**src/rtl/seg_pkg.sv**
```systemverilog
// Shared types and constants for the two-digit segment multiplexer.
package seg_pkg;

  typedef enum logic [1:0] {
    DIG0_ON = 2'd0,
    BLANK0  = 2'd1,
    DIG1_ON = 2'd2,
    BLANK1  = 2'd3
  } mux_state_t;

  // Segment and anode lines are active-low, so all-ones is dark.
  localparam logic [6:0] SEG_OFF = 7'b1111111;
  localparam logic [1:0] AN_OFF  = 2'b11;

endpackage

```
**src/rtl/seven_seg.sv**
```systemverilog
// Hex digit to active-low seven-segment decoder; seg = {g, f, e, d, c, b, a}.
module seven_seg (
  input  logic [3:0] s,
  output logic [6:0] seg
);

  // Pure lookup, one pattern per hex value
  always_comb begin
    seg = 7'b1111111;
    unique case (s)
      4'h0: seg = 7'b1000000;
      4'h1: seg = 7'b1111001;
      4'h2: seg = 7'b0100100;
      4'h3: seg = 7'b0110000;
      4'h4: seg = 7'b0011001;
      4'h5: seg = 7'b0010010;
      4'h6: seg = 7'b0000010;
      4'h7: seg = 7'b1111000;
      4'h8: seg = 7'b0000000;
      4'h9: seg = 7'b0010000;
      4'ha: seg = 7'b0001000;
      4'hb: seg = 7'b0000011;
      4'hc: seg = 7'b1000110;
      4'hd: seg = 7'b0100001;
      4'he: seg = 7'b0000110;
      4'hf: seg = 7'b0001110;
    endcase
  end

endmodule

```
**src/rtl/seg_mux_ctrl.sv**
```systemverilog
// Time-multiplexes one seven_seg decoder across two common-anode digits,
// with dead-time blanking between digits to suppress ghosting.
module seg_mux_ctrl
  import seg_pkg::*;
#(
  parameter int unsigned REFRESH_CYCLES = 24000,
  parameter int unsigned BLANK_CYCLES   = 480
) (
  input  logic       clk,
  input  logic       reset,
  input  logic       en,
  input  logic [3:0] s0,
  input  logic [3:0] s1,
  output logic [6:0] seg,
  output logic [1:0] an
);

  localparam int unsigned MaxCycles = (REFRESH_CYCLES > BLANK_CYCLES) ? REFRESH_CYCLES
                                                                      : BLANK_CYCLES;
  localparam int unsigned CntW      = $clog2(MaxCycles + 1);
  localparam bit          NoBlank   = (BLANK_CYCLES == 0);

  localparam logic [CntW-1:0] DigLast   = CntW'(REFRESH_CYCLES - 1);
  // BLANK1 still lasts one cycle after reset/en even when blanking is disabled.
  localparam logic [CntW-1:0] BlankLast = NoBlank ? '0 : CntW'(BLANK_CYCLES - 1);

  mux_state_t      state;
  logic [CntW-1:0] cnt;
  logic [3:0]      cur;
  logic            lit;
  logic            phase_done;
  logic [6:0]      dec_seg;

  // Phase terminates on the last count of its duration
  always_comb begin
    lit        = (state == DIG0_ON) || (state == DIG1_ON);
    phase_done = lit ? (cnt == DigLast) : (cnt == BlankLast);
  end

  // Refresh FSM, phase counter and per-phase digit capture
  always_ff @(posedge clk) begin
    if (reset) begin
      state <= BLANK1;
      cnt   <= '0;
      cur   <= 4'h0;
    end else if (!en) begin
      state <= BLANK1;
      cnt   <= '0;
    end else if (phase_done) begin
      cnt <= '0;
      unique case (state)
        DIG0_ON: begin
          if (NoBlank) begin
            state <= DIG1_ON;
            cur   <= s1;
          end else begin
            state <= BLANK0;
          end
        end
        BLANK0: begin
          state <= DIG1_ON;
          cur   <= s1;
        end
        DIG1_ON: begin
          if (NoBlank) begin
            state <= DIG0_ON;
            cur   <= s0;
          end else begin
            state <= BLANK1;
          end
        end
        BLANK1: begin
          state <= DIG0_ON;
          cur   <= s0;
        end
      endcase
    end else begin
      cnt <= cnt + CntW'(1);
    end
  end

  seven_seg u_seven_seg (
    .s   (cur),
    .seg (dec_seg)
  );

  // Moore outputs: one anode per lit state, decoder gated off while blanking
  always_comb begin
    seg = lit ? dec_seg : SEG_OFF;
    an  = AN_OFF;
    unique case (state)
      DIG0_ON: an = 2'b10;
      DIG1_ON: an = 2'b01;
      BLANK0:  an = AN_OFF;
      BLANK1:  an = AN_OFF;
    endcase
  end

endmodule

```
**config.mk**
```make
export PLATFORM = sky130hd
export DESIGN_NAME = seg_mux_ctrl
export DESIGN_NICKNAME = d
export VERILOG_FILES = /design/src/rtl/seg_pkg.sv /design/src/rtl/seven_seg.sv /design/src/rtl/seg_mux_ctrl.sv
export SDC_FILE = /design/constraint.sdc
export NUM_CORES = 1
export LEC_CHECK = 0
export ABC_AREA = 0
export BUFFER_PORTS_ARGS = -buffer_cell sky130_fd_sc_hd__buf_4
export CELL_PAD_IN_SITES_DETAIL_PLACEMENT = 1
export CELL_PAD_IN_SITES_GLOBAL_PLACEMENT = 1
export CORE_MARGIN = 3
export CORE_UTILIZATION = 45
export CTS_BUF_LIST = sky130_fd_sc_hd__clkbuf_16
export CTS_CLUSTER_DIAMETER = 80
export DETAILED_ROUTE_END_ITERATION = 6
export GPL_ROUTABILITY_DRIVEN = 0
export PLACE_DENSITY = 0.81
export SYNTH_ARGS = -nofsm -noshare
export SYNTH_HDL_FRONTEND = slang
export SYNTH_HIERARCHICAL = 1
export SYNTH_SLANG_ARGS = --single-unit
```
**constraint.sdc**
```tcl
create_clock -name clk -period 4.6 [get_ports clk]
set_input_delay 0.92 -clock clk [delete_from_list [all_inputs] [get_ports clk]]
set_output_delay 0.92 -clock clk [all_outputs]
set_load 0.05 [all_outputs]
```
* After elaboration in Yosys (flattened, before gate mapping)
Memories as Yosys holds them, arrays and structs flattened. A register that Yosys moved wholly into a read port is not among the register bits.
Cells that the tools add are included.
W data, S select, Z words.
** Storage, ports and cells
- Register bits after elaboration :: 21
- Bits in latches :: 0
- RAM bits :: 0
- Memory bits (read-only) :: 112
- Output and inout port bits :: 9
- Logic and storage cells :: 25
- Memories :: 1
** Memories
- (name not given) :: depth 16, bits a word 7, read ports 1, clocked after memory_dff 1, wr ports 0, RTL line seven_seg.sv:10 : unique case (s)
** Operators by class
- $add $sub $neg :: 1
- Multiply operators :: 0
- Div/mod/pow operators :: 0
- Order comparisons :: 0
- Equality and inequality tests :: 5
- Shift-type cells :: 0
- Mux-type cells :: 7
- Bitwise logic cells :: 1
- Reduce and logical (&&, ||, !) cells :: 7
** Operator list (count)
- $add A15 B1 Y15 const B :: 1
- $eq A15 B15 Y1 const B :: 1
- $eq A15 B9 Y1 const B :: 1
- $mux W4 :: 2
- $pmux W2 S4 :: 1
- $pmux W4 S2 :: 1
- $mux W7 :: 1
- $pmux W2 S3 :: 1
- $eq A2 B2 Y1 const B :: 2
- $reduce_or A2 Y1 :: 2
- $reduce_and A3 Y1 :: 1
- $reduce_or A3 Y1 :: 1
- $eq A2 B1 Y1 const B :: 1
- $logic_not A2 Y1 :: 1
- $reduce_bool A2 Y1 :: 1
- $logic_or A1 B1 Y1 :: 1
- $mux W1 :: 1
- $not A1 Y1 :: 1

* Depth between registers and ports, before layout
- Depth in word-level cells :: 6
- Gate-level depth with buffers :: 6
- Depth with buffers taken out :: 6

* Cells and area by module
The synthesis kept the hierarchy.
** Modules (own cells, without submodules)
- seg_mux_ctrl :: instances 1, cells each 135, area an instance 1157.4 um^2, sequential area each 420.4 um^2
- seven_seg :: instances 1, cells each 32, area an instance 275.3 um^2, sequential area each 0.0 um^2

* Least setup slack after synthesis
Ideal clock, no wire load.
- Path kind :: reg-to-output
- Start point :: register cur[0] (netlist name)
- End point :: output port seg[3]
- Arrival :: 1728 ps
- Data required time :: 3680 ps
- Setup slack :: 1952 ps
- Cell stages (with the launch flop) :: 6
- Buffers on the path :: 0
- Cell sequence :: dfxtp_1 > inv_1 > ha_1 > inv_1 > mux4_1 > or2_2
** RTL lines
- end, declared :: RTL line seg_mux_ctrl.sv:14 : output logic [6:0] seg,

==> run summary <==
The final core utilization came out at 58.07%. The leakage power total is 0.6286 nW. The number of hold buffers added after CTS is 0. The count of TritonRoute iterations in the first routing pass is 4. The number of flops mapped to enable cells by yosys is 0.

The worst hold path belongs to the class flip-flop to flip-flop. The initial core utilization is about 49%. The remaining routing DRC violations came out at 0. The power density over cell area came out at 225.5 nW/um2. The die outline area is slightly below 4000 um2. The CTS tree is built. The area share of the largest cell type after synthesis came out at about 29%.

The number of nets in the synthesized netlist came out at about 190. The signal on the critical path passes through inv_1, ha_1, inv_1, mux4_1, or2_2, buf_4. The post-route clock period utilization is about two thirds. The number of nets in the layout came out at between 200 and 250.

The worst slack on hold paths is roughly 0.47 ns. The clock-pin slew on the worst setup and hold paths is roughly 0.06 ns. The maximum clock insertion buffer count came out at 2.

Sequential cells were found to cover 29.34% of the synthesized design area. After synthesis the netlist holds a flip-flop and latch count of 21. The signal arrival time at the worst endpoint came out at about 2.2 ns. The total of max-cap violations came out at 0. Measured along the y axis, the die boundary spans between 60 and 70 um. In this run the number of H-tree levels came out at 1. On the worst path, the slowest cell contributes a delay of between 0.4 and 0.5 ns. STA classifies the critical path startpoint as a flip-flop. The largest individual stage delay along the critical path comes from the cell dfxtp_1. In the routed layout, each cell is associated on average with a via count of around 5.5. The number of cell rows came out at 19. Of the cells placed in the final design, the portion with a size suffix greater than 1 is roughly a fifth. The per-cell routed wire length came out at between 10 and 15 um. Entering global routing, the biggest net connects 16 pins. The number of max-slew violations in the final report is 0.

The commonest register cell after synthesis is dfxtp_1. The placement-stage cell area is ~1600 um2. The clock skew came out at 0.003062 ns. Setup repair after global routing left no endpoint under its margin. The initial antenna violation count came out at 0. The summed area of non-filler cells in the final layout came out at 1684 um2. The critical path is of the flip-flop to output port type. The number of antenna diodes in the final layout is 0. The mapped netlist covers 1433 um2.

Yosys printed 6 warnings. The worst-case headroom to the max-slew limit is about three fifths. The latest clock arrival within the worst-skew pair came out at roughly 0.25 ns. Counting cells, the worst reg-to-reg path comes to 4. Global routing finished with a remaining overflow of 0. The antenna violation net count after detailed routing came out at 0.

The biggest area contributor in the post-synthesis netlist is dfxtp_1. The number of global-route vias before repair is 1260. The post-CTS resize count came out at 0.

The cell count after placement is 225. The first routing iteration left 54 violations. Global routing used between 10% and 20% of the available tracks across all layers. The global-route wire length before repair came out at ~5900 um.

The post-synthesis cell count came out at roughly 170. The detailed-route wire length is approximately 3400 um. The clock period minus final worst setup slack came out at 3.127 ns. Measured along the x axis, the die boundary spans 62.43 um.

The tree is rooted in a clkbuf_16. The leading cell type by number of instances after synthesis is nor2_1. The count of boundary I/O pins is 20. The number of filler cells placed in the layout is 370. The number of cells in the finished layout apart from fillers came out at 229. Ranked by instance count, the synthesized netlist is headed by 26 x nor2_1, 21 x dfxtp_1, 16 x inv_1. The area taken by flip-flops and latches is around 420 um2. Setup violations remaining at the end of the flow were counted as 0. The total count of hold-check failures in the final report came to 0. The HPWL after detailed placement is around 2600 um. The cell occurring most often along the worst timing path is inv_1. The number of buffers inserted to repair setup after CTS came out at 0. The total negative slack is 0 ns. The via total after detailed routing came out at 1251. The flow ran to the end, and the final reports show no timing, DRC or antenna violations.

In this run the tool buffered the top-level ports with 19 buffer cells. The number of stages on the worst hold path is 1. The mean instance size in the synthesized netlist came out at 8.579 um2.

For the worst setup path, the data required time is around 3.7 ns. The clock sink total came out at 21. The worst-margin pin slew is roughly 0.6 ns. The largest fanout of any net on the critical path came out at 8. The layout overhead on the synthesized area is 17.55%. The worst IR drop on VDD is approximately 0.19 mV. The count of different cell masters after synthesis came out at ~40. The maximum clock frequency is around 320 MHz. The proportion of register bits with asynchronous set or reset after synthesis is 0%. The area of combinational cells with multiple inputs is between 900 and 1000 um2. STA classifies the critical path endpoint as an output port.

The core area came out at roughly 2900 um2. The total CTS buffers is 3. Ranked by total cell area, the synthesized netlist is headed by dfxtp_1 29%, ha_1 11%, nor2_1 6.8%, xnor2_1 5.5%, inv_1 4.2%.
==> path summary, 6_finish.rpt <==
check / startpoint / endpoint / slack [ns]
min reg2reg: cnt[0] / cnt[0] / 0.47
min: cnt[0] / cnt[0] / 0.47
max: cur[0] / seg[3] / 1.47
max reg2reg: cnt[7] / cnt[4] / 2.61
==> routing by layer <==
metal	global-route usage (%)	vias up	share of wire (%)	wire length, um
met5	0	-	0	0
met4	7.163	0	0.93	31
met3	3.237	4	3.5	118
met2	31.56	27	51	1706
met1	23.01	597	45	1493
li1	-	623	-	-
==> worst max-delay path, delay by kind of cell (launching register included) <==
family | cells | cell delay, ns
adder cells (fa/ha/maj) | 1 | 0.31
buffers and inverters | 3 | 0.40
flip-flops | 1 | 0.48
multiplexers | 1 | 0.47
AND/OR/NAND/NOR | 1 | 0.30
==> cell type report <==
| cell class | count | area share, % |
|---|---|---|
| tap | 42 | 3.120 |
| timing repair buffer | 19 | 8.470 |
| clock buffer | 3 | 4.458 |
| clock inverter | 1 | 0.2972 |
| sequential | 21 | 24.96 |
| multi-input combinational | 127 | 55.13 |
| inverter | 16 | 3.566 |
==> flip-flops by register name (all words and copies together) (netlist names) <==
register	flops
cnt	15
cur	4
state	2
==> through the flow <==
stage | setup slack (ns) | power (mW)
6_report | 1.473 | 0.3798
5_1_grt | 1.348 | 0.3988
4_1_cts | 1.455 | 0.3859
3_5_place_dp | 1.717 | 0.2010
3_3_place_gp | 1.850 | 0.2007
2_1_floorplan | 1.952 | 0.1929
==> layout by cell type (no fill, tap or decap), types with 2 or more instances in the layout <==
master / synthesis / final
nor2_1: 26 / 26
dfxtp_1: 21 / 21
buf_4: 1 / 19
inv_1: 16 / 16
ha_1: 13 / 13
nand2_1: 11 / 11
xnor2_1: 9 / 9
or2_2: 7 / 7
nand3_1: 7 / 7
o21ai_0: 7 / 7
nor4_1: 5 / 5
a221oi_1: 4 / 4
mux2i_1: 4 / 4
xor2_1: 3 / 3
nand4_1: 3 / 3
a21oi_1: 3 / 3
clkbuf_16: 0 / 3
nor3_1: 2 / 2
a22o_1: 2 / 2
==> logic make-up (layout without fill, tap and decap cells) <==
family / count (synthesis) / in the layout / synth area share (%)
AO/OA/AOI/OAI: 25 / 25 / 14.15
XOR/XNOR: 12 / 12 / 7.337
adder cells (fa/ha/maj): 13 / 13 / 11.35
buffers and inverters: 19 / 39 / 5.852
flip-flops: 21 / 21 / 29.34
multiplexers: 6 / 6 / 5.415
AND/OR/NAND/NOR: 71 / 71 / 26.55
==> where the power goes <==
group          switching (mW)  internal (mW)
clock network          0.0662          0.117
logic                 0.00627        0.00715
registers            0.000767          0.183
No activity file was read; power rests on OpenSTA's default activity.
